==> src/rtl/serial_add_pkg.sv <==
// Shared constants for the bit-serial adder controller: FSM state
// encodings and the default operand width.
package serial_add_pkg;

  localparam int WIDTH_DEF = 8;

  localparam logic [1:0] ST_IDLE  = 2'd0;
  localparam logic [1:0] ST_RUN   = 2'd1;
  localparam logic [1:0] ST_DRAIN = 2'd2;
  localparam logic [1:0] ST_DONE  = 2'd3;

endpackage

==> src/rtl/serial_add_ctrl_if.sv <==
// Operand/result handshake bundle between a producer/consumer (master)
// and the bit-serial adder controller (slave).
interface serial_add_ctrl_if #(
  parameter int WIDTH = serial_add_pkg::WIDTH_DEF
);
  logic             in_valid;
  logic             in_ready;
  logic [WIDTH-1:0] a;
  logic [WIDTH-1:0] b;
  logic             cin;
  logic             out_valid;
  logic             out_ready;
  logic [WIDTH-1:0] sum;
  logic             cout;
  logic             busy;

  modport master (
    output in_valid, a, b, cin, out_ready,
    input  in_ready, out_valid, sum, cout, busy
  );

  modport slave (
    input  in_valid, a, b, cin, out_ready,
    output in_ready, out_valid, sum, cout, busy
  );
endinterface

==> src/rtl/adder.sv <==
// Registered 1-bit full-adder cell: sum and carry appear one clock after
// the inputs are presented.
module adder (
  input  logic clk,
  input  logic rst,
  input  logic a_i,
  input  logic b_i,
  input  logic cin_i,
  output logic sum_o,
  output logic cout_o
);

  logic sum_q;
  logic cout_q;

  // Register the full-adder result; cleared by reset.
  always_ff @(posedge clk) begin
    if (rst) begin
      sum_q  <= 1'b0;
      cout_q <= 1'b0;
    end else begin
      sum_q  <= a_i ^ b_i ^ cin_i;
      cout_q <= (a_i & b_i) | (a_i & cin_i) | (b_i & cin_i);
    end
  end

  assign sum_o  = sum_q;
  assign cout_o = cout_q;

endmodule

==> src/rtl/serial_add_ctrl.sv <==
// Bit-serial add sequencer: accepts two WIDTH-bit operands plus carry-in,
// streams them LSB-first through a single registered full-adder cell with
// the carry fed back, and reassembles {cout, sum} for a valid/ready consumer.
module serial_add_ctrl
  import serial_add_pkg::*;
#(
  parameter int WIDTH = WIDTH_DEF
) (
  input  logic             clk,
  input  logic             rst,
  serial_add_ctrl_if.slave bus
);

  localparam int             CW     = $clog2(WIDTH) + 1;
  localparam logic [CW-1:0]  K_LAST = CW'(WIDTH - 1);

  logic [1:0]       state_q, state_d;
  logic [CW-1:0]    k_q, k_d;
  logic [WIDTH-1:0] a_q, a_d;
  logic [WIDTH-1:0] b_q, b_d;
  logic             cin_q, cin_d;
  logic [WIDTH-1:0] sum_q, sum_d;
  logic             cout_q, cout_d;

  logic fa_a, fa_b, fa_cin;
  logic fa_sum, fa_cout;

  // Right-shift the result register, inserting the newest bit at the MSB so
  // that after WIDTH insertions bit 0 of the sum sits in the LSB.
  function automatic logic [WIDTH-1:0] shift_in(input logic [WIDTH-1:0] v,
                                                input logic             bit_in);
    logic [WIDTH-1:0] r;
    r            = v >> 1;
    r[WIDTH-1]   = bit_in;
    return r;
  endfunction

  adder u_fa (
    .clk    (clk),
    .rst    (rst),
    .a_i    (fa_a),
    .b_i    (fa_b),
    .cin_i  (fa_cin),
    .sum_o  (fa_sum),
    .cout_o (fa_cout)
  );

  // Next-state and datapath steering; the cell sees zeros outside RUN.
  always_comb begin
    state_d = state_q;
    k_d     = k_q;
    a_d     = a_q;
    b_d     = b_q;
    cin_d   = cin_q;
    sum_d   = sum_q;
    cout_d  = cout_q;
    fa_a    = 1'b0;
    fa_b    = 1'b0;
    fa_cin  = 1'b0;

    case (state_q)
      ST_IDLE: begin
        if (bus.in_valid) begin
          a_d     = bus.a;
          b_d     = bus.b;
          cin_d   = bus.cin;
          k_d     = '0;
          state_d = ST_RUN;
        end
      end

      ST_RUN: begin
        fa_a   = a_q[0];
        fa_b   = b_q[0];
        // First bit uses the operand carry-in, later bits the cell's own carry.
        fa_cin = (k_q == '0) ? cin_q : fa_cout;
        a_d    = a_q >> 1;
        b_d    = b_q >> 1;
        // The cell output lags by one cycle, so bit k-1 is ready at step k.
        if (k_q != '0) begin
          sum_d = shift_in(sum_q, fa_sum);
        end
        k_d = k_q + CW'(1);
        if (k_q == K_LAST) begin
          state_d = ST_DRAIN;
        end
      end

      ST_DRAIN: begin
        sum_d   = shift_in(sum_q, fa_sum);
        cout_d  = fa_cout;
        state_d = ST_DONE;
      end

      ST_DONE: begin
        if (bus.out_ready) begin
          state_d = ST_IDLE;
        end
      end

      default: state_d = ST_IDLE;
    endcase
  end

  // State and datapath registers with synchronous clear.
  always_ff @(posedge clk) begin
    if (rst) begin
      state_q <= ST_IDLE;
      k_q     <= '0;
      a_q     <= '0;
      b_q     <= '0;
      cin_q   <= 1'b0;
      sum_q   <= '0;
      cout_q  <= 1'b0;
    end else begin
      state_q <= state_d;
      k_q     <= k_d;
      a_q     <= a_d;
      b_q     <= b_d;
      cin_q   <= cin_d;
      sum_q   <= sum_d;
      cout_q  <= cout_d;
    end
  end

  assign bus.in_ready  = (state_q == ST_IDLE);
  assign bus.out_valid = (state_q == ST_DONE);
  assign bus.busy      = (state_q != ST_IDLE);
  assign bus.sum       = sum_q;
  assign bus.cout      = cout_q;

endmodule

==> src/flat_wrapper.sv <==
// flat-port wrapper written by rule: the top's interface ports become plain ports
module serial_add_ctrl_flat import serial_add_pkg::*;
#(
  parameter int WIDTH = WIDTH_DEF
)
  (clk, rst, bus_in_valid, bus_a, bus_b, bus_cin, bus_out_ready, bus_in_ready, bus_out_valid, bus_sum, bus_cout, bus_busy);
  serial_add_ctrl_if #(.WIDTH(WIDTH)) bus_i ();
  input  logic clk;
  input  logic rst;
  input wire logic [$bits(bus_i.in_valid)-1:0] bus_in_valid;
  input wire logic [$bits(bus_i.a)-1:0] bus_a;
  input wire logic [$bits(bus_i.b)-1:0] bus_b;
  input wire logic [$bits(bus_i.cin)-1:0] bus_cin;
  input wire logic [$bits(bus_i.out_ready)-1:0] bus_out_ready;
  output wire logic [$bits(bus_i.in_ready)-1:0] bus_in_ready;
  output wire logic [$bits(bus_i.out_valid)-1:0] bus_out_valid;
  output wire logic [$bits(bus_i.sum)-1:0] bus_sum;
  output wire logic [$bits(bus_i.cout)-1:0] bus_cout;
  output wire logic [$bits(bus_i.busy)-1:0] bus_busy;
  assign bus_i.in_valid = bus_in_valid;
  assign bus_i.a = bus_a;
  assign bus_i.b = bus_b;
  assign bus_i.cin = bus_cin;
  assign bus_i.out_ready = bus_out_ready;
  assign bus_in_ready = bus_i.in_ready;
  assign bus_out_valid = bus_i.out_valid;
  assign bus_sum = bus_i.sum;
  assign bus_cout = bus_i.cout;
  assign bus_busy = bus_i.busy;
  serial_add_ctrl #(.WIDTH(WIDTH)) u_core (.clk(clk), .rst(rst), .bus(bus_i));
endmodule
==> config.mk <==
export PLATFORM = sky130hd
export DESIGN_NAME = serial_add_ctrl_flat
export DESIGN_NICKNAME = d
export VERILOG_FILES = /design/src/rtl/serial_add_pkg.sv /design/src/rtl/serial_add_ctrl_if.sv /design/src/rtl/adder.sv /design/src/rtl/serial_add_ctrl.sv /design/src/flat_wrapper.sv
export SDC_FILE = /design/constraint.sdc
export NUM_CORES = 1
export LEC_CHECK = 0
export CORE_ASPECT_RATIO = 1.75
export CORE_MARGIN = 2
export CORE_UTILIZATION = 45
export CTS_BUF_LIST = sky130_fd_sc_hd__clkbuf_16
export CTS_CLUSTER_DIAMETER = 200
export DETAILED_ROUTE_END_ITERATION = 8
export PLACE_DENSITY_LB_ADDON = 0.08
export SLEW_MARGIN = 15
export SYNTH_ARGS = -nofsm -noshare
export SYNTH_HDL_FRONTEND = slang
export SYNTH_SLANG_ARGS = --single-unit
==> constraint.sdc <==
create_clock -name clk -period 2.2 [get_ports clk]
set_clock_uncertainty 0.15 [all_clocks]
set_input_delay 0.44 -clock clk [delete_from_list [all_inputs] [get_ports clk]]
set_output_delay 0.44 -clock clk [all_outputs]
set_load 0.02 [all_outputs]
==> flow_summary.toml, run 1 <==
[detailed_routing]
drt_pre_antenna_iters = 4
drt_drc_violations_left = 0
routed-via-count = 1226
route.final.wire_length_mm = 3.117
ant_nets = 0
avgRoutedWirePerCell_um = 12.88
avgViaCountPerCell = 5.066
first_iter_violations = 12

[clocking]
clock_tree.root_cell = "clkbuf_16"
cts.repair_timing.setup_buffer_count = 0
cts-resized-gates = 2
clock_transition_at_the_registers_of_the_reported_paths_ns = 0.05
cts_num_sinks = 34
clockBufferDepth = 2
cts_tree = "yes"
cts-htree-levels = 2
cts_hold_bufs = 0
clock_latency_late_sink_ns = 0.28
cts-buffers-inserted = 5

[layout]
final_cells = 242
fin_util_pct = 62.30
final_net_count = 225
num_antenna_cells = 0
area.growth.synth_to_final_pct = 32.29
layout-drive-gt1-share_pct = 10.15
layout.area.seq_um2 = 680.7
final_common_cell = "dfxtp_1"
filler_cell_count = 310
multi_input_comb_area_um2 = 834.6
mostFrequentLayoutCells = "34 x dfxtp_1, 32 x nor2_1, 30 x clkdlybuf4s50_1, 25 x mux2i_1, 9 x a211oi_1"
final_cell_area_mm2 = 0.002117

[pwr]
internal-power_w = 0.001887
power_leakage_nw = 0.8621
seq_power_share_pct = 28.6
power.share.switching_pct = 37.11
vdd.ir_drop.worst_uv = 1241
power.share.clock_pct = 26.6
power_density_mw_per_mm2 = 1417
pwr-share-comb_pct = 44.8
net-switching-power_w = 0.001113

[yosys]
muxShareOfSynthArea_pct = 15.64
post_synth_instance_area_mm2 = 0.001600
synthSimpleGateAreaFrac_pct = 15.79
synthesis.instances = 164
synth.net_count = 193
post_synth.cell_area_avg_um2 = 9.758
post_synthesis_compound_gate_area_fraction_pct = 14.00
combinational_family_with_the_most_area_after_synthesis = "simple AND/OR/NAND/NOR gates"
synth_adder_area_share_pct = 6.724
synthesis_warnings = 0
synthXorXnorAreaFrac_pct = 0
synth.ff_latch_count = 34
synth_seq_area_share_pct = 42.53
ys_types = 29

[die]
count_of_boundary_i_o_pins = 33
floorplan.die_area_mm2 = 0.004068
chipHeight_um = 82.89
effective_utilization_at_floorplan_pct = 47.09
fp-row-count = 28
dieWidth_um = 49.08
fp.coreArea_mm2 = 0.003398

[global_routing]
grt_start_max_net_pins = 35
grt_first_pass_wirelength_mm = 5.582
gr-usage-all-layers_pct = 17.53
grt_pass1_vias = 1247
antenna_violations_before_repair = 0
grt-ovfl-total = 0

[hold_path]
hold_path.class = "flop to flop"

[setup_path]
timing.setup.critical_path_class = "flop to primary output"
worst_ep_required_time_ns = 1.61
arrival_ns = 1.49
sort_of_element_at_the_end_of_the_critical_path = "primary output"
cp_max_fo = 4
launching_element_type_of_the_critical_path = "flop"

[timing]
report.final.hold_viol_count = 0
final.period_utilization_pct = 94.72
rsz0062_at_grt = "no"
final_period_minus_worst_setup_slack_ns = 2.084
max-slew-margin-rel_pct = 65.62
worst_hold_slack_ns = 0.3167
timing_worst_slew_pin_value_ns = 0.5123
finalMaxSlewViolations = 0
totalNegativeSetupSlack_ns = 0
setup_viol_count_final = 0
fmaxAchievable_ghz = 0.4799

[placed_design]
port_buffers = 32
place_inst = 234
detailed_place.area_mm2 = 0.001949
final_replace_weighted_congestion = 0.7470
dp.final_hpwl_mm = 2.251

[run]
cap_viol_max_count = 0

[outcome]
run_status = "finished clean"
## cell usage after synthesis, drive strengths merged
| cell | instances | area, µm² |
|---|---|---|
| inv | 6 | 22.52 |
| nor2b | 4 | 25.02 |
| a221oi | 1 | 15.01 |
| and2b | 1 | 10.01 |
| nor3b | 2 | 15.01 |
| nand3b | 1 | 7.510 |
| a22oi | 2 | 15.01 |
| a21oi | 4 | 20.02 |
| clkbuf | 4 | 15.01 |
| nand2b | 1 | 6.260 |
| a21o | 1 | 7.510 |
| dfxtp | 34 | 680.7 |
| buf | 6 | 47.54 |
| nor3 | 1 | 5.000 |
| ha | 7 | 87.58 |
| a32oi | 1 | 8.760 |
| mux2i | 25 | 250.2 |
| and2 | 3 | 18.77 |
| nand2 | 5 | 18.77 |
| o21ai | 3 | 15.01 |
| fa | 1 | 20.02 |
| nand3 | 3 | 15.01 |
| a211oi | 15 | 142.6 |
| nor2 | 33 | 131.4 |
## power groups by stage
stage	Sequential [W]	Combinational, W	Clock, W
after floorplan	0.000848	0.00110	0
after global placement	0.000859	0.00133	0
after detailed placement	0.000872	0.00138	0
after CTS	0.000860	0.00137	0.000814
after global routing	0.000878	0.00150	0.000839
final	0.000859	0.00134	0.000797
## state kept, by name (all words and copies together) (netlist names)
| name | cells |
|---|---|
| u_core.a_q | 8 |
| u_core.k_q | 4 |
| u_core.u_fa.cout_o | 1 |
| u_core.bus.cout | 1 |
| u_core.b_q | 8 |
| u_core.cin_q | 1 |
| u_core.u_fa.sum_o | 1 |
| u_core.state_q | 2 |
| u_core.bus.sum | 8 |
## kinds of logic (layout without fill, tap and decap cells)
kind of cell,count (synthesis),after routing
AOI/OAI and AO/OA,27,27
buffers and inverters,16,49
DFF,34,34
adders and majority gates,8,8
and+or+nand+nor,54,54
muxes,25,25
## path summary, 6_finish.rpt
check,from,to,slack [ns],cells past startpoint
setup / recovery,u_core.state_q[0],bus_out_valid,0.12,2
hold / removal,u_core.cin_q,u_core.cin_q,0.32,2
setup reg to reg,u_core.k_q[0],u_core.u_fa.sum_o,0.21,7
hold reg to reg,u_core.cin_q,u_core.cin_q,0.32,2
## stage by stage
stage          worst slack [ns]  total power [W]
2_1_floorplan            0.2597         0.001953
3_3_place_gp             0.2291         0.002184
3_5_place_dp             0.1407         0.002255
4_1_cts                  0.1099         0.003040
5_1_grt                 0.02997         0.003214
6_report                 0.1161         0.003000
## layout make-up
cell class / count / share of cell area [%]
Clock buffer: 5 / 5.910
Clock inverter: 3 / 2.128
Inverter: 6 / 1.064
Multi-Input combinational cell: 114 / 39.42
Sequential cell: 34 / 32.15
Tap cell: 45 / 2.660
Timing Repair Buffer: 35 / 16.67
## layer usage
metal	vias up	track usage, %	part of all wire (%)
li1	627	-	-
met1	574	19.29	40
met2	21	30.59	56
met3	4	4.137	3.2
met4	0	8.571	1.4
met5	-	0	0
## critical path: stages (launching register included)
cell             delay [ns]
dfxtp_1                0.39
ha_1                   0.21
clkdlybuf4s50_1        0.61
No activity file was read; power rests on OpenSTA's default activity.
==> inputs of run 2 (changes only) <==
DONT_BUFFER_PORTS = 1   (was unset)
SYNTH_HIERARCHICAL = 1   (was unset)
==> flow_summary.toml, run 2 <==
[pwr]
power_density_mw_per_mm2 = 1670
power_leakage_nw = 0.7411
vdd.ir_drop.worst_uv = 999.3
total_power_w = 0.003070

[placed_design]
dp.final_hpwl_mm = 2.031
port_buffers = 0
final_replace_weighted_congestion = 0.7881
dp_worst_setup_slack_ns = 0.2342
place_inst = 197

[detailed_routing]
routed-via-count = 1105
drt_drc_violations_left = 0
route.final.wire_length_mm = 2.879
avgViaCountPerCell = 5.390
drt_pre_antenna_iters = 2
avgRoutedWirePerCell_um = 14.04
ant_nets = 0
first_iter_violations = 15

[yosys]
post_synth.cell_area_avg_um2 = 10.36
synth_enable_flop_cells = 0
post_synth_most_frequent_cells = "34 x dfxtp_1, 29 x nor2_1, 25 x mux2i_1"
ys_types = 29
synth.ff_latch_count = 34
synth.area.top_cells = "dfxtp_1 42%, mux2i_1 15%, a211oi_2 11%"
synthesis_warnings = 6
synth.net_count = 186
netlist.top_cell.by_area = "dfxtp_1"
synth-main-ff-cell = "dfxtp_1"
asyncSetResetFlopFracSynth_pct = 0
yosys.cell_count.top_type = "dfxtp_1"
synthesis.instances = 158
netlist.area_leader.share_pct = 41.59
synth_seq_area_share_pct = 41.59
post_synth_instance_area_mm2 = 0.001637

[die]
fp.coreArea_mm2 = 0.003556
effective_utilization_at_floorplan_pct = 46.02
floorplan.die_area_mm2 = 0.004154
count_of_boundary_i_o_pins = 33
dieWidth_um = 49.59
fp-row-count = 29
chipHeight_um = 83.78

[setup_path]
worstSetupStartpoint = "u_core/state_q[0]"
worst_ep_required_time_ns = 1.61
timing.setup.critical_path_class = "flop to primary output"
critPathSlowestCell = "ha_1"
timing.rr.start = "u_core/state_q[0]"
arrival_ns = 1.38
critical_path.most_common_cell = "inv_1"
sort_of_element_at_the_end_of_the_critical_path = "primary output"
crit_path_cell_trace = "inv_1 > ha_1 > inv_1"
launching_element_type_of_the_critical_path = "flop"
worst_path_largest_cell_delay_ns = 0.45
cp_max_fo = 8

[layout]
final_common_cell = "dfxtp_1"
mostFrequentLayoutCells = "34 x dfxtp_1, 29 x nor2_1, 25 x mux2i_1, 15 x a211oi_2"
area.growth.synth_to_final_pct = 12.31
layout-drive-gt1-share_pct = 19.50
num_antenna_cells = 0
filler_cell_count = 357
final_net_count = 186
fin_util_pct = 51.69
final_cells = 205

[hold_path]
hold_path.class = "primary input to flop"
hold_crit_start = "rst"

[outcome]
run_status = "finished clean"

[clocking]
clock_tree.root_cell = "clkbuf_16"
cts-htree-levels = 2
cts-buffers-inserted = 5
clock_latency_late_sink_ns = 0.27
cts-resized-gates = 0
clock_transition_at_the_registers_of_the_reported_paths_ns = 0.05
cts_hold_bufs = 0
cts.repair_timing.setup_buffer_count = 0
clockBufferDepth = 2
cts_num_sinks = 34
cts_tree = "yes"

[timing]
timing_worst_slew_pin_value_ns = 0.5531
max-slew-margin-rel_pct = 62.74
setup_viol_count_final = 0
totalNegativeSetupSlack_ns = 0
final.period_utilization_pct = 89.74
worst_slack_ns = 0.2258
rsz0062_at_grt = "no"
finalMaxSlewViolations = 0
final_period_minus_worst_setup_slack_ns = 1.974
report.final.hold_viol_count = 0
fmaxAchievable_ghz = 0.5065

[global_routing]
grt_start_max_net_pins = 35
grt_pass1_vias = 1120
grt-ovfl-total = 0
antenna_violations_before_repair = 0
gr-usage-all-layers_pct = 15.58
grt_first_pass_wirelength_mm = 4.981

[run]
cap_viol_max_count = 0
==> run 2: layout make-up <==
| class | instances | area [µm²] | area share (%) |
|---|---|---|---|
| Sequential cell | 34 | 680.7 | 37.03 |
| Multi-Input combinational cell | 108 | 853.3 | 46.43 |
| Tap cell | 46 | 57.56 | 3.131 |
| Inverter | 6 | 22.52 | 1.225 |
| Clock inverter | 3 | 63.81 | 3.472 |
| Clock buffer | 5 | 125.1 | 6.807 |
| Timing Repair Buffer | 3 | 35.03 | 1.906 |
==> run 2: cell families after synthesis <==
group                    after synthesis  synth area share [%]
AND/OR/NAND/NOR                       47                 13.07
AO/OA/AOI/OAI                         29                 17.97
multiplexers                          25                 15.29
buffers and inverters                 16                 6.269
adder cells (fa/ha/maj)                7                 5.810
flip-flops                            34                 41.59
==> run 2: per-layer routing <==
metal | up-vias | global-route usage (%) | wire length, µm | part of all wire [%]
met1 | 525 | 16.55 | 1170 | 41
met5 | - | 0 | 0 | 0
met3 | 5 | 5.556 | 153 | 5.3
li1 | 547 | - | - | -
met2 | 28 | 26.55 | 1492 | 52
met4 | 0 | 7.576 | 62 | 2.2
==> run 2: final timing paths <==
kind                            depth (start not counted)            end  slack (ns)
worst max-delay path                                    3       bus_busy        0.23
worst min-delay path                                    1  u_core/a_q[2]        0.07
worst max register to register                          7  u_core/a_q[1]        0.23
worst min register to register                          2   u_core/cin_q        0.30
==> run 2: through the flow <==
step | hold slack [ns] | instance area, µm²
6_report | 0.07475 | 1838
2_1_floorplan | 0.2860 | 1637
4_1_cts | 0.06823 | 1838
5_1_grt | 0.06519 | 1838
3_3_place_gp | 0.2937 | 1649
3_5_place_dp | 0.2946 | 1649
==> run 2: report_power, final <==
group          internal (W)  total (W)  switching, W
Combinational      0.000561    0.00132      0.000759
Clock              0.000644   0.000892      0.000247
Sequential         0.000770   0.000857     0.0000873
==> run 2: critical path, delay by kind of cell (launching register included) <==
| kind | cells | cell delay [ns] |
|---|---|---|
| buffers and inverters | 2 | 0.32 |
| adders and majority gates | 1 | 0.45 |
| DFF | 1 | 0.33 |
